### config.mk
export PLATFORM = sky130hd
export DESIGN_NAME = fetch_stage
export DESIGN_NICKNAME = d
export VERILOG_FILES = /design/src/rtl/fetch_stage.sv
export SDC_FILE = /design/constraint.sdc
export NUM_CORES = 1
export LEC_CHECK = 0
export ABC_AREA = 1
export CORE_AREA = 2 2 259 133
export DETAILED_ROUTE_END_ITERATION = 8
export DIE_AREA = 0 0 261 135
export SLEW_MARGIN = 5
export SYNTH_ARGS = -nofsm -noshare
export SYNTH_HDL_FRONTEND = slang
export SYNTH_SLANG_ARGS = --single-unit
### constraint.sdc
create_clock -name clk -period 6.8 [get_ports clk]
set_input_delay 1.36 -clock clk [delete_from_list [all_inputs] [get_ports clk]]
set_output_delay 1.36 -clock clk [all_outputs]
set_load 0.02 [all_outputs]
### src/rtl/fetch_stage.sv
// fetch_stage: owns the PC, keeps one instruction fetch in flight and drives the IF/ID register.
// Optional build macro FETCH_PERF_CNT_EN adds fetch_cnt/drop_cnt performance counters.
module fetch_stage #(
    parameter int                       ADDRESS_WIDTH = 32,
    parameter int                       DATA_WIDTH    = 32,
    parameter logic [ADDRESS_WIDTH-1:0] RESET_PC      = '0
) (
    input  logic                     clk,
    input  logic                     rst,
    output logic                     imem_req,
    output logic [ADDRESS_WIDTH-1:0] imem_addr,
    input  logic                     imem_ready,
    input  logic                     imem_rvalid,
    input  logic [DATA_WIDTH-1:0]    imem_rdata,
    input  logic                     StallD,
    input  logic                     FlushD,
    input  logic                     PCSrcE,
    input  logic [ADDRESS_WIDTH-1:0] PCTargetE,
    output logic [DATA_WIDTH-1:0]    instrD,
    output logic [ADDRESS_WIDTH-1:0] PCD,
    output logic [ADDRESS_WIDTH-1:0] PCPlus4D,
    output logic                     validD
`ifdef FETCH_PERF_CNT_EN
    ,
    output logic [31:0]              fetch_cnt,
    output logic [31:0]              drop_cnt
`endif
);

    localparam logic [DATA_WIDTH-1:0]    NOP      = DATA_WIDTH'(32'h0000_0013);
    localparam logic [ADDRESS_WIDTH-1:0] ADDR_INC = ADDRESS_WIDTH'(4);

    typedef enum logic [1:0] {S_REQ, S_WAIT, S_DROP, S_SKID} state_t;

    state_t                   state;
    logic [ADDRESS_WIDTH-1:0] pc_q;
    logic [ADDRESS_WIDTH-1:0] req_pc;
    logic [ADDRESS_WIDTH-1:0] skid_pc;
    logic [DATA_WIDTH-1:0]    skid_instr;

    logic                     handshake;
    logic                     resp_load;
    logic                     skid_load;
    logic                     skid_capture;
    logic                     resp_drop;
    logic                     if_load;
    logic [ADDRESS_WIDTH-1:0] load_pc;
    logic [DATA_WIDTH-1:0]    load_instr;

    assign imem_req  = (state == S_REQ) && !PCSrcE;
    assign imem_addr = pc_q;
    assign handshake = imem_req && imem_ready;

    // A redirect in the response cycle discards the data rather than loading or parking it.
    assign resp_load    = (state == S_WAIT) && imem_rvalid && !PCSrcE && !StallD;
    assign skid_capture = (state == S_WAIT) && imem_rvalid && !PCSrcE && StallD;
    assign skid_load    = (state == S_SKID) && !PCSrcE && !StallD;
    assign resp_drop    = imem_rvalid && (((state == S_WAIT) && PCSrcE) || (state == S_DROP));
    assign if_load      = resp_load || skid_load;
    assign load_pc      = skid_load ? skid_pc : req_pc;
    assign load_instr   = skid_load ? skid_instr : imem_rdata;

    always_ff @(posedge clk or posedge rst) begin
        if (rst) begin
            state    <= S_REQ;
            pc_q     <= RESET_PC;
            instrD   <= NOP;
            PCD      <= '0;
            PCPlus4D <= '0;
            validD   <= 1'b0;
        end else begin
            if (PCSrcE) begin
                pc_q <= PCTargetE;
            end else if (handshake) begin
                pc_q <= pc_q + ADDR_INC;
            end

            case (state)
                S_REQ:  if (handshake) state <= S_WAIT;
                S_WAIT: begin
                    if (PCSrcE) begin
                        state <= imem_rvalid ? S_REQ : S_DROP;
                    end else if (imem_rvalid) begin
                        state <= StallD ? S_SKID : S_REQ;
                    end
                end
                // The stale response retires the drop even if another redirect lands with it.
                S_DROP: if (imem_rvalid) state <= S_REQ;
                S_SKID: if (PCSrcE || !StallD) state <= S_REQ;
                default: state <= S_REQ;
            endcase

            if (FlushD || PCSrcE) begin
                validD <= 1'b0;
                instrD <= NOP;
            end else if (!StallD) begin
                if (if_load) begin
                    instrD   <= load_instr;
                    PCD      <= load_pc;
                    PCPlus4D <= load_pc + ADDR_INC;
                    validD   <= 1'b1;
                end else begin
                    validD <= 1'b0;
                    instrD <= NOP;
                end
            end
        end
    end

    // Data-only registers; their validity is carried by the FSM state.
    always_ff @(posedge clk) begin
        if (handshake) begin
            req_pc <= pc_q;
        end
        if (skid_capture) begin
            skid_instr <= imem_rdata;
            skid_pc    <= req_pc;
        end
    end

`ifdef FETCH_PERF_CNT_EN
    always_ff @(posedge clk or posedge rst) begin
        if (rst) begin
            fetch_cnt <= '0;
            drop_cnt  <= '0;
        end else begin
            if (if_load && !FlushD) begin
                fetch_cnt <= fetch_cnt + 32'd1;
            end
            if (resp_drop) begin
                drop_cnt <= drop_cnt + 32'd1;
            end
        end
    end
`endif

endmodule

==> key figures <==
Status
  • Outcome: completed

Global routing
  • Initial antenna violation count: 0
  • Vias in the first global route: 7710
  • GR Overflow Total: 0
  • First-pass GRT wire length: 44600 µm
  • Total GRT Usage: 16.2%
  • Pin count of the biggest net entering global routing: 82

Logic synthesis
  • Synth Cell Area: 10400 µm²
  • Ys flop type: dfrtp_1
  • Biggest area consumer among synthesized cells: dfrtp_1
  • Number of synthesized flops with an enable pin: 96
  • Yosys reg bits: 225
  • Top post-synthesis cells by area: dfrtp_1 (30%), edfxtp_1 (28%), nand2_1 (10%)
  • Synthesized area per cell: 9.82 µm²
  • Share of the synthesized area in the top cell type: 30.3%
  • Distinct cell type count after synthesis: 47
  • Post-synthesis async set-or-reset flop share: 57.3%
  • Syn Nets: 1134
  • Yosys warns: 0
  • Register area share after synthesis: 58.7%
  • Synthesized instance count: 1061

Routing
  • WL/cell: 17.0 µm
  • Final WL: 29100 µm
  • Routed Antenna Nets: 0
  • Via-per-instance ratio: 4.74
  • DR pass1 iterations: 5
  • # DRC: 0
  • Total number of vias: 8085
  • Number of DRC markers in iteration 0: 654

Power and ir drop
  • Switching Power: 0.00151 W
  • Internal: 0.00299 W
  • Sequential power share: 42.7%
  • Clk pwr share: 27.5%
  • Gate power share: 29.9%
  • Power density over cell area: 333 nW/µm²
  • Static leakage: 5.72 nW
  • Sw Ratio: 33.5%
  • Peak VDD IR: 0.142 mV

Clocking
  • CTS root buffer: clkbuf_16
  • Post-cts gate resize count: 0
  • CTS clk-pin slew, worst paths: 0.06 ns
  • CTS Buffer Depth: 3
  • Post-CTS setup buffers: 0
  • Num CTS Buffers: 23
  • CTS sink cnt: 225
  • TritonCTS clock tree: done
  • Hold-fix buffers, CTS: 0
  • Skew-Pair Late Insertion Delay: 0.51 ns
  • CTS H-Tree Depth: 1

Timing
  • Slew margin rel.: 20.5%
  • Slew @ Worst Pin: 1.19 ns
  • Slew Limit Fails: 0
  • Fin crit share: 65.7%
  • Layout Skew: 0.0209 ns
  • Fmax: 224 MHz
  • Setup ws final: 2.33 ns
  • Period minus WS final: 4.47 ns
  • RSZ-0062 raised after global routing: false
  • Hold Vio Cnt, Final: 0
  • Final setup fails: 0
  • TNS Setup: 0 ns

Min path
  • Hold Startpoint: req_pc[5]$_DFFE_PP_
  • HP Class: reg -> reg
  • Hold Crit Depth: 0
  • Worst Hold Path EP: skid_pc[5]$_DFFE_PP_

Final layout
  • Register area: 6110 µm²
  • Area Growth Syn to Fin: 29.7%
  • Fill count: 3154
  • Area of the multi-input gates: 3790 µm²
  • Layout cells sized above 1: 10.0%
  • Final net count: 1323
  • Antenna diodes: 0

Place
  • RePlAce Congestion: 0.818
  • Worst slack, placed: 1.84 ns
  • Post-DP HPWL: 21200 µm
  • PortBufs: 200

Setup path
  • Setup CP Type: in -> reg
  • Critical-path maximum fanout: 55
  • CP startpoint kind: primary input
  • Register-to-Register Path Depth: 10
  • Reg2reg setup slack: 3.76 ns
  • Reg2reg end: imem_addr[19]$_DFFE_PP0N_
  • Arr. time, crit path: 4.86 ns
  • Critical path endpoint category: flop
  • WP data required: 7.19 ns
  • Worst r2r src: state[1]$_DFFE_PP0P_

Die
  • Ports: 201
  • DIE HEIGHT: 135 µm
  • Initial Utilization: 31.7%
  • Die area: 35200 µm²
  • Die width: 261 µm
  • Rows: 47
  • CORE AREA: 32800 µm²

Job
  • Max-capacitance violation count: 0
[metrics by stage]
stage / total power (W) / instances / util, % / hold WS, ns / area, µm²
3_5_place_dp: 0.00330 / 1666 / 39.0 / 0.445 / 12800
3_3_place_gp: 0.00328 / 1666 / 39.0 / 0.440 / 12800
6_report: 0.00450 / 1707 / 41.2 / 0.457 / 13500
4_1_cts: 0.00454 / 1707 / 41.2 / 0.460 / 13500
5_1_grt: 0.00471 / 1707 / 41.2 / 0.471 / 13500
2_1_floorplan: 0.00261 / 1061 / - / 0.418 / 10400
[critical path: stages]
cell and delay (ns):
clkdlybuf4s50_1 0.66, nor2_4 0.72, nand2_4 0.38, o21ai_1 0.27, nand2_4 0.23, inv_2 0.77, nand2_1 0.17, o22ai_1 0.17
nor2_1 0.07
[logic make-up (layout without fill, tap and decap cells)]
kind of cell | count (synthesis) | after routing | synth area share, %
compound gates | 138 | 138 | 7.75
xor+xnor | 17 | 17 | 1.43
fa+ha+maj | 2 | 2 | 0.240
buf+inv | 113 | 318 | 4.99
flops | 225 | 225 | 58.7
mux | 26 | 26 | 2.50
simple gates | 540 | 540 | 24.4
[placed cells by master (no fill, tap or decap), types with 15 or more instances in the layout]
cell type / instances
a21oi_1: 15
edfxtp_1: 96
nand2_1: 284
dfrtp_1: 126
nand2_2: 26
nand3_1: 74
inv_1: 63
clkdlybuf4s50_1: 200
o21ai_0: 70
nor2_1: 86
clkbuf_16: 24
mux2i_1: 26
[power by group through the flow]
| stage | Clock (W) | Combinational (W) | Sequential, W |
|---|---|---|---|
| after CTS | 0.00126 | 0.00136 | 0.00193 |
| after floorplan | 0 | 0.000487 | 0.00212 |
| after global placement | 0 | 0.00134 | 0.00194 |
| final | 0.00123 | 0.00134 | 0.00192 |
| after detailed placement | 0 | 0.00135 | 0.00195 |
| after global routing | 0.00131 | 0.00145 | 0.00195 |
[registers in the layout (all words and copies together), names as in the netlist]
register,flops
req_pc,32
validD,1
PCPlus4D,30
imem_addr,32
skid_instr,32
state,2
PCD,32
instrD,32
skid_pc,32
[how the worst max path moves through the flow]
stage	start	endpoint	slack (ns)	cells after the start
after CTS	PCSrcE	PCPlus4D[12]$_DFFE_PP0P_	2.36	9
after global placement	PCSrcE	PCPlus4D[12]$_DFFE_PP0P_	1.93	9
final	PCSrcE	PCPlus4D[12]$_DFFE_PP0P_	2.33	9
after detailed placement	PCSrcE	PCPlus4D[12]$_DFFE_PP0P_	1.84	9
after global routing	PCSrcE	PCPlus4D[12]$_DFFE_PP0P_	2.05	9
after floorplan	PCSrcE	skid_instr[0]$_DFFE_PP_	0.1	3
[per-layer routing]
layer | track usage (%) | part of all wire, % | vias to the layer above
met2 | 26.5 | 48 | 166
met4 | 4.48 | 2.8 | 0
met5 | 0 | 0 | -
met1 | 22.5 | 46 | 3951
li1 | - | - | 3923
met3 | 2.21 | 3.7 | 45
[final cells by class]
type | count | area share, %
multi-input cells | 723 | 28.1
flip-flops and latches | 225 | 45.3
inverters | 70 | 1.98
clock inverters | 7 | 0.445
well taps | 441 | 4.08
repair buffers | 207 | 15.2
clock buffers | 34 | 4.95
[synth_stat cells, types with 3 or more instances]
library cell and instances:
buf_4 8, nand2_1 285, o21ai_0 70, mux2i_1 26, xor2_1 10, a21oi_1 15
inv_1 64, inv_2 5, clkbuf_1 16, nor3_1 12, edfxtp_1 96, nor2_4 13
nand3_2 9, o21a_1 3, o211ai_1 13, dfrtp_1 126, buf_6 4, xnor2_1 7
o21ai_1 7, buf_2 13, nand3_1 74, o31ai_1 3, nand4_1 6, nor2_2 7
nand2_4 12, a31oi_1 8, nand2_2 26, dfstp_2 3, a22oi_1 10, o221ai_1 3
nor2_1 86
No activity file was read; power rests on OpenSTA's default activity.
